===== config.mk =====
export PLATFORM = sky130hd
export DESIGN_NAME = uart_baud_gen
export DESIGN_NICKNAME = d
export VERILOG_FILES = /design/src/rtl/uart_baud_gen.sv
export SDC_FILE = /design/constraint.sdc
export NUM_CORES = 1
export LEC_CHECK = 0
export CELL_PAD_IN_SITES_DETAIL_PLACEMENT = 1
export CELL_PAD_IN_SITES_GLOBAL_PLACEMENT = 1
export CORE_MARGIN = 5
export CORE_UTILIZATION = 43
export CTS_CLUSTER_SIZE = 8
export DETAILED_ROUTE_END_ITERATION = 10
export PLACE_DENSITY = 0.83
export SYNTH_ARGS = -nofsm -noshare
export SYNTH_HDL_FRONTEND = slang
export SYNTH_SLANG_ARGS = --single-unit

===== constraint.sdc =====
create_clock -name clk -period 5 [get_ports clk]
set_input_delay 1.5 -clock clk [delete_from_list [all_inputs] [get_ports clk]]
set_output_delay 1.5 -clock clk [all_outputs]
set_load 0.005 [all_outputs]

===== src/rtl/uart_baud_gen.sv =====
// ---------------------------------------------------------------------------
// uart_baud_gen
//
// Sample-clock generator for a UART receiver. Once the start-bit detector
// reports rx_start, the block runs one frame of FRAME_BITS bits. Each bit is
// split into OVERSAMPLE oversample periods of (active_div+1) clocks. The block
// emits an oversample tick, a mid-bit sample strobe, the current bit index and
// a frame-complete pulse for the downstream shift/deserialiser logic.
//
// Optional feature (compile-time macro UART_BAUD_AUTO_REARM_EN):
//   If the macro is defined and rx_start (without abort) is present on the
//   final oversample event of a frame, the block stays busy and starts the
//   next frame straight away, re-latching the divisor. Without the macro the
//   block always returns to IDLE at the end of a frame.
//
// Ports:
//   clk          system clock
//   rst          synchronous reset, active-high
//   cfg_div_en   1: use cfg_div as the divisor, 0: use DEF_DIV
//   cfg_div      runtime divisor; oversample period is cfg_div+1 clocks
//   rx_start     start bit detected; begins a frame when idle
//   abort        cancels the current frame (has priority over rx_start)
//   busy         frame in progress
//   os_tick      one-cycle pulse per oversample period
//   sample_tick  one-cycle pulse at the centre of each bit
//   bit_idx      index of the current bit, 0..FRAME_BITS-1
//   frame_done   one-cycle pulse when the last bit period ends
// ---------------------------------------------------------------------------
module uart_baud_gen #(
  parameter int CLK_FREQUENCE = 50_000_000,
  parameter int BAUD_RATE     = 9600,
  parameter int OVERSAMPLE    = 16,
  parameter int FRAME_BITS    = 10,
  parameter int DIV_W         = 16
) (
  input  logic                          clk,
  input  logic                          rst,
  input  logic                          cfg_div_en,
  input  logic [DIV_W-1:0]              cfg_div,
  input  logic                          rx_start,
  input  logic                          abort,
  output logic                          busy,
  output logic                          os_tick,
  output logic                          sample_tick,
  output logic [$clog2(FRAME_BITS)-1:0] bit_idx,
  output logic                          frame_done
);

  localparam int BIT_W     = $clog2(FRAME_BITS);
  localparam int OS_W      = $clog2(OVERSAMPLE);
  localparam int DEF_DIV_I = CLK_FREQUENCE / (BAUD_RATE * OVERSAMPLE) - 1;

  localparam logic [DIV_W-1:0] DEF_DIV  = DIV_W'(DEF_DIV_I);
  localparam logic [DIV_W-1:0] DIV_ONE  = DIV_W'(1);
  localparam logic [OS_W-1:0]  OS_LAST  = OS_W'(OVERSAMPLE - 1);
  localparam logic [OS_W-1:0]  OS_MID   = OS_W'(OVERSAMPLE / 2 - 1);
  localparam logic [OS_W-1:0]  OS_ONE   = OS_W'(1);
  localparam logic [BIT_W-1:0] BIT_LAST = BIT_W'(FRAME_BITS - 1);
  localparam logic [BIT_W-1:0] BIT_ONE  = BIT_W'(1);

  // Parameter legality is checked at elaboration time.
  if (OVERSAMPLE < 4 || (OVERSAMPLE % 2) != 0) begin : g_bad_oversample
    $error("uart_baud_gen: OVERSAMPLE must be even and >= 4");
  end
  if (FRAME_BITS < 2) begin : g_bad_frame_bits
    $error("uart_baud_gen: FRAME_BITS must be >= 2");
  end
  if (DEF_DIV_I < 0 || (DIV_W < 32 && (DEF_DIV_I >> DIV_W) != 0)) begin : g_bad_def_div
    $error("uart_baud_gen: default divisor does not fit in DIV_W bits");
  end

  typedef enum logic {
    IDLE = 1'b0,
    RUN  = 1'b1
  } state_t;

  state_t           state, state_nxt;
  logic [DIV_W-1:0] active_div;
  logic [DIV_W-1:0] div_cnt;
  logic [OS_W-1:0]  os_cnt;

  logic             os_event;     // last clock of an oversample period
  logic             last_os;      // os_cnt is on the final period of a bit
  logic             final_event;  // last os event of the whole frame
  logic             rearm;        // final event with a back-to-back start
  logic             load;         // (re)start a frame this cycle
  logic [DIV_W-1:0] div_src;
  logic [DIV_W-1:0] div_load;

  // A divisor of 0 would give a one-clock period that the wrap compare cannot
  // distinguish from a stalled counter, so it is clamped to 1.
  assign div_src  = cfg_div_en ? cfg_div : DEF_DIV;
  assign div_load = (div_src == '0) ? DIV_ONE : div_src;

  // NOTE: every signal written in an always_comb gets a default at the top of
  // the block; a path that leaves one unassigned would infer a latch.
  always_comb begin
    state_nxt   = state;
    load        = 1'b0;
    rearm       = 1'b0;
    os_event    = (state == RUN) && (div_cnt == active_div);
    last_os     = (os_cnt == OS_LAST);
    final_event = os_event && last_os && (bit_idx == BIT_LAST);
`ifdef UART_BAUD_AUTO_REARM_EN
    rearm       = final_event && rx_start && !abort;
`endif

    case (state)
      IDLE: begin
        if (rx_start && !abort) begin
          state_nxt = RUN;
          load      = 1'b1;
        end
      end
      RUN: begin
        if (abort) begin
          state_nxt = IDLE;
        end else if (final_event) begin
          if (rearm) begin
            load = 1'b1;
          end else begin
            state_nxt = IDLE;
          end
        end
      end
      default: state_nxt = IDLE;
    endcase
  end

  // NOTE: sequential state is written with non-blocking assignments so every
  // flop samples the pre-edge values, independent of statement order.
  always_ff @(posedge clk) begin
    if (rst) begin
      state <= IDLE;
    end else begin
      state <= state_nxt;
    end
  end

  always_ff @(posedge clk) begin
    if (rst) begin
      active_div  <= '0;
      div_cnt     <= '0;
      os_cnt      <= '0;
      bit_idx     <= '0;
      os_tick     <= 1'b0;
      sample_tick <= 1'b0;
      frame_done  <= 1'b0;
    end else begin
      // Pulses trail their event by one clock; an abort seen on the event
      // cycle swallows them.
      os_tick     <= os_event && !abort;
      sample_tick <= os_event && !abort && (os_cnt == OS_MID);
      frame_done  <= final_event && !abort;

      if (load) begin
        active_div <= div_load;
        div_cnt    <= '0;
        os_cnt     <= '0;
        bit_idx    <= '0;
      end else if (state_nxt == IDLE) begin
        div_cnt <= '0;
        os_cnt  <= '0;
        bit_idx <= '0;
      end else if (os_event) begin
        div_cnt <= '0;
        if (last_os) begin
          os_cnt  <= '0;
          bit_idx <= bit_idx + BIT_ONE;
        end else begin
          os_cnt <= os_cnt + OS_ONE;
        end
      end else begin
        div_cnt <= div_cnt + DIV_ONE;
      end
    end
  end

  // state is itself a flop, so busy is a registered output.
  assign busy = (state == RUN);

endmodule


---- Word-level counts from Yosys, hierarchy flattened ----
Index checks and enable logic that the tools add are counted.
storage, ports and cells
  bits in registers ....................... 44
  bits in latches ......................... 0
  bits in writable memories ............... 0
  memory bits (read-only) ................. 0
  output and inout port bits .............. 8
  logic and storage cells ................. 37
  memories kept ........................... 0
operators by class
  $add $sub $neg .......................... 3
  $mul .................................... 0
  divide/modulo/power cells ............... 0
  order comparisons ....................... 0
  equality and inequality tests ........... 4
  shifts and indexed selects .............. 0
  mux-type cells .......................... 8
  bitwise logic cells ..................... 2
  reductions and logical operators ........ 12
operators by type and width
  operator                                             number
  two-way mux 16 bit                                   2
  adder 16 x 1 -> 16 bit, second input constant        1
  equality test 16 bit                                 1
  logical NOT 16 bit                                   1
  adder 4 x 1 -> 4 bit, second input constant          2
  equality test 4 bit, second input constant           2
  logical AND 1 bit                                    7
  equality test 4 x 3 -> 1 bit, second input constant  1
  two-way mux 1 bit                                    4
  two-way mux 4 bit                                    1
  OR reduction 4 bit                                   1
  OR reduction 3 bit                                   1
  NOT 1 bit                                            2
  one-hot mux 1 bit (2 select lines)                   1
  AND reduction 2 bit                                  1
  logical NOT 1 bit                                    1

---- Depth between registers and ports, before layout ----
  depth in word-level cells ............... 9
  mapped depth ............................ 6
  depth with buffers taken out ............ 6

---- Least setup slack after synthesis ----
No wires, ideal clock.
  kind .................................... input to register
  from .................................... input abort
  to ...................................... register active_div[11]
  library setup time ...................... 0.066 ns
  data arrival time ....................... 2.721 ns
  required time ........................... 4.934 ns
  path slack .............................. 2.213 ns
  stages on the path ...................... 5
  path through ............................ or3b_2 -> buf_2 -> a211oi_1 -> a22oi_1 -> nor2_1
on the way
  cells in the longest elaborated chain, start to end .. 4
ends and longest elaborated chain
  element                 RTL line  text
  start: declaration      41        input logic abort,
  logical NOT 1 bit       110       if (rx_start && !abort) begin
  logical AND 1 bit       110
  two-way mux 1 bit       110
  two-way mux 1 bit       108       case (state)
  end signal: assignment  157       active_div <= div_load;
  end: declaration        78        logic [DIV_W-1:0] active_div;
No other way between the ends.
A chain may end at the register's enable or synchronous reset.

---- Worst setup path in the final report ----
  from .................................... input rst
  to ...................................... register div_cnt[2]
on the way
  cells in the longest elaborated chain, start to end .. 1
ends and longest elaborated chain
  element                              RTL line  text
  start: declaration                   37        input logic rst,
  OR reduction 4 bit (no source line)  n/a
  end signal: assignment               174       div_cnt <= div_cnt + DIV_ONE;
  end: declaration                     79        logic [DIV_W-1:0] div_cnt;
No other way between the ends.

==> impl_metrics.py <==
metrics = {
    "die": {
        "dieArea_mm2": 0.00620,
        "initial_utilization_pct": 43.6,
        "io-pin-count": 29,
        "rows": 25,
        "fp.dieW_um": 78.8,
        "die_y_um": 78.8,
        "coreArea_mm2": 0.00466,
    },
    "worst_setup_path": {
        "crit_arrival_ps": 3660,
        "worstPathRequired_ps": 5140,
        "worstPathMaxFanout": 21,
        "cp-start-kind": "input port",
        "worst_setup_path_end_kind": "flip-flop",
        "path_class": "in2reg",
    },
    "global_route": {
        "grt_max_degree": 22,
        "grt_pass1_vias": 1839,
        "antenna_found_initial": 0,
        "grt_pass1_wl_mm": 8.83,
        "grt_overflow": 0,
        "track_usage_pct": 18.1,
    },
    "timing": {
        "worst_pin_slew_ps": 1110,
        "relSlewSlack_pct": 26.2,
        "timing.final.crit_share_pct": 70.3,
        "hold_ws_ps": 479,
        "slew_violations": 0,
        "rsz0062_at_grt": "no",
        "fin_crit_ps": 3510,
        "max_freq_mhz": 285,
        "hold_viol_final": 0,
        "skew_ps": 5.58,
        "setup_violations": 0,
        "setup_tns_ps": 0,
    },
    "pwr": {
        "p_per_area_mw_per_mm2": 280,
        "p_leak_nw": 0.808,
        "ir_drop_v": 0.000130,
    },
    "clocking": {
        "clk_latency_ps": 300,
        "cts_buffers": 5,
        "root_buffer": "clkbuf_8",
        "ctsHoldBuffers": 0,
        "cts-htree-levels": 2,
        "post-cts-setup-buffer-count": 0,
        "cts_tree": "yes",
        "clkTransAtPathRegs_ps": 80,
        "cts_resized": 0,
        "cts.sinks": 44,
        "cts.path.max_buffers": 2,
    },
    "routing": {
        "wl_met3_um": 189,
        "top_layer_used": "met4",
        "wl_mm": 5.12,
        "drtIter0Drc": 87,
        "wire_per_inst_um": 16.0,
        "ant_nets": 0,
        "first_pass_iters": 4,
        "drcViolationCount": 0,
        "drt-met1-wl_mm": 2.43,
        "dr_wl_met2_mm": 2.43,
        "num_vias": 1747,
        "vias_per_cell": 5.46,
    },
    "layout": {
        "syn2layout_area_growth_pct": 21.0,
        "diodes": 0,
        "final_cell_mix": "44 x dfxtp_1, 32 x nor2_1, 28 x clkdlybuf4s50_1, 27 x xnor2_1, 23 x nand2_1",
        "fin_util_pct": 52.8,
        "fin_cells": 320,
        "nNetsFinal": 290,
        "layout.cells.most_common": "dfxtp_1",
        "drive_above_1_share_pct": 4.51,
    },
    "yosys": {
        "ys_warn_count": 0,
        "ys_types": 37,
        "syn-num-nets": 262,
        "syn_inst": 237,
        "synth_area_mm2": 0.00203,
        "postSynthAreaPerCell_um2": 8.58,
        "yosysSeqAreaShare_pct": 43.3,
        "synth-seq-cells": 44,
    },
    "place": {
        "gp_congestion": 0.733,
        "port_buffers": 28,
        "dp.cells": 312,
        "hpwl_mm": 3.87,
    },
    "run_status": {
        "status": "finished, final reports clean",
    },
    "job": {
        "cap_violations": 0,
    },
    "worst_hold_path": {
        "min-delay-path-class": "reg2reg",
    },
}
## flip-flops by register name (all words and copies together), names as in the netlist
register	flops
bit_idx	4
active_div	16
frame_done	1
busy	1
os_tick	1
sample_tick	1
div_cnt	16
os_cnt	4
## synth_stat cells
| cell | n | share of area [%] |
|---|---|---|
| xnor2_1 | 27 | 12 |
| nor3b_1 | 1 | 0.37 |
| nor2b_1 | 1 | 0.31 |
| ha_1 | 4 | 2.5 |
| nand2_1 | 23 | 4.2 |
| a31oi_1 | 1 | 0.31 |
| and3_1 | 5 | 1.5 |
| inv_1 | 5 | 0.92 |
| nand3b_1 | 5 | 1.8 |
| dfxtp_1 | 44 | 43 |
| clkbuf_1 | 5 | 0.92 |
| o32ai_1 | 1 | 0.43 |
| a211oi_1 | 2 | 0.74 |
| a21oi_1 | 11 | 2.7 |
| or2_2 | 3 | 0.92 |
| or4b_1 | 1 | 0.49 |
| o41ai_1 | 1 | 0.43 |
| or4_1 | 3 | 1.1 |
| o21ai_1 | 1 | 0.25 |
| nand3_1 | 16 | 3.9 |
| xor2_1 | 3 | 1.3 |
| and2_1 | 1 | 0.31 |
| mux2i_1 | 4 | 2.0 |
| nor4_1 | 4 | 1.2 |
| nor2_1 | 32 | 5.9 |
| o22ai_1 | 1 | 0.31 |
| o21ai_0 | 3 | 0.74 |
| a31o_2 | 1 | 0.43 |
| nand4_1 | 4 | 1.2 |
| a41o_1 | 1 | 0.49 |
| nand4b_1 | 1 | 0.43 |
| nor3_1 | 10 | 2.5 |
| a22oi_1 | 6 | 2.2 |
| or3b_2 | 1 | 0.43 |
| buf_2 | 2 | 0.49 |
| nor4b_1 | 2 | 0.86 |
| or3_1 | 1 | 0.31 |
## where the power goes
| part | switching [mW] | internal (mW) |
|---|---|---|
| clock | 0.120 | 0.148 |
| sequential | 0.00509 | 0.356 |
| combinational | 0.0318 | 0.0279 |
| total | 0.157 | 0.532 |
## final timing paths
check                        startpoint                         end  slack, ps  depth (start not counted)
max                                 rst       div_cnt[2]$_SDFF_PP0_       1490                          5
min          active_div[3]$_SDFFE_PP0P_  active_div[3]$_SDFFE_PP0P_        480                          2
max reg2reg       div_cnt[0]$_SDFF_PP0_       div_cnt[2]$_SDFF_PP0_       2690                          5
min reg2reg  active_div[3]$_SDFFE_PP0P_  active_div[3]$_SDFFE_PP0P_        480                          2
## metrics by stage
step                power (mW)  setup slack, ps  cell area [um2]
floorplan                0.399             2210             2030
global placement         0.427             1280             2350
detailed placement       0.429             1170             2350
CTS                      0.696             1490             2460
global route             0.719             1280             2460
finish                   0.689             1490             2460
## worst max-delay path, stage by stage
cell and delay [ps]:
clkdlybuf4s50_1 930, nor2_1 120, and2_1 350, o21ai_1 630, nor2_1 130
## per-layer routing
layer,vias up,track usage (%)
met5,-,0
met4,0,5.77
met3,6,3.74
met2,27,31.2
met1,830,22.6
li1,884,-
## kinds of logic (layout without fill, tap and decap cells)
group                      Yosys count  count (layout)  synth area share, %
muxes                                4               4                 1.97
adders and majority gates            4               4                 2.46
DFF                                 44              44                 43.3
and+or+nand+nor                    114             114                 27.9
xor gates and xnor gates            30              30                 12.9
buffers and inverters               12              41                 2.34
AOI/OAI and AO/OA                   29              29                 9.05
## layout make-up
class,count,area (um2)
timing repair buffer,28,280
clock inverter,2,35.0
multi-input combinational,181,1100
tap,54,67.6
fill,553,2200
inverter,5,18.8
clock buffer,6,72.6
sequential,44,881
Power figures use the tool's default switching activity.
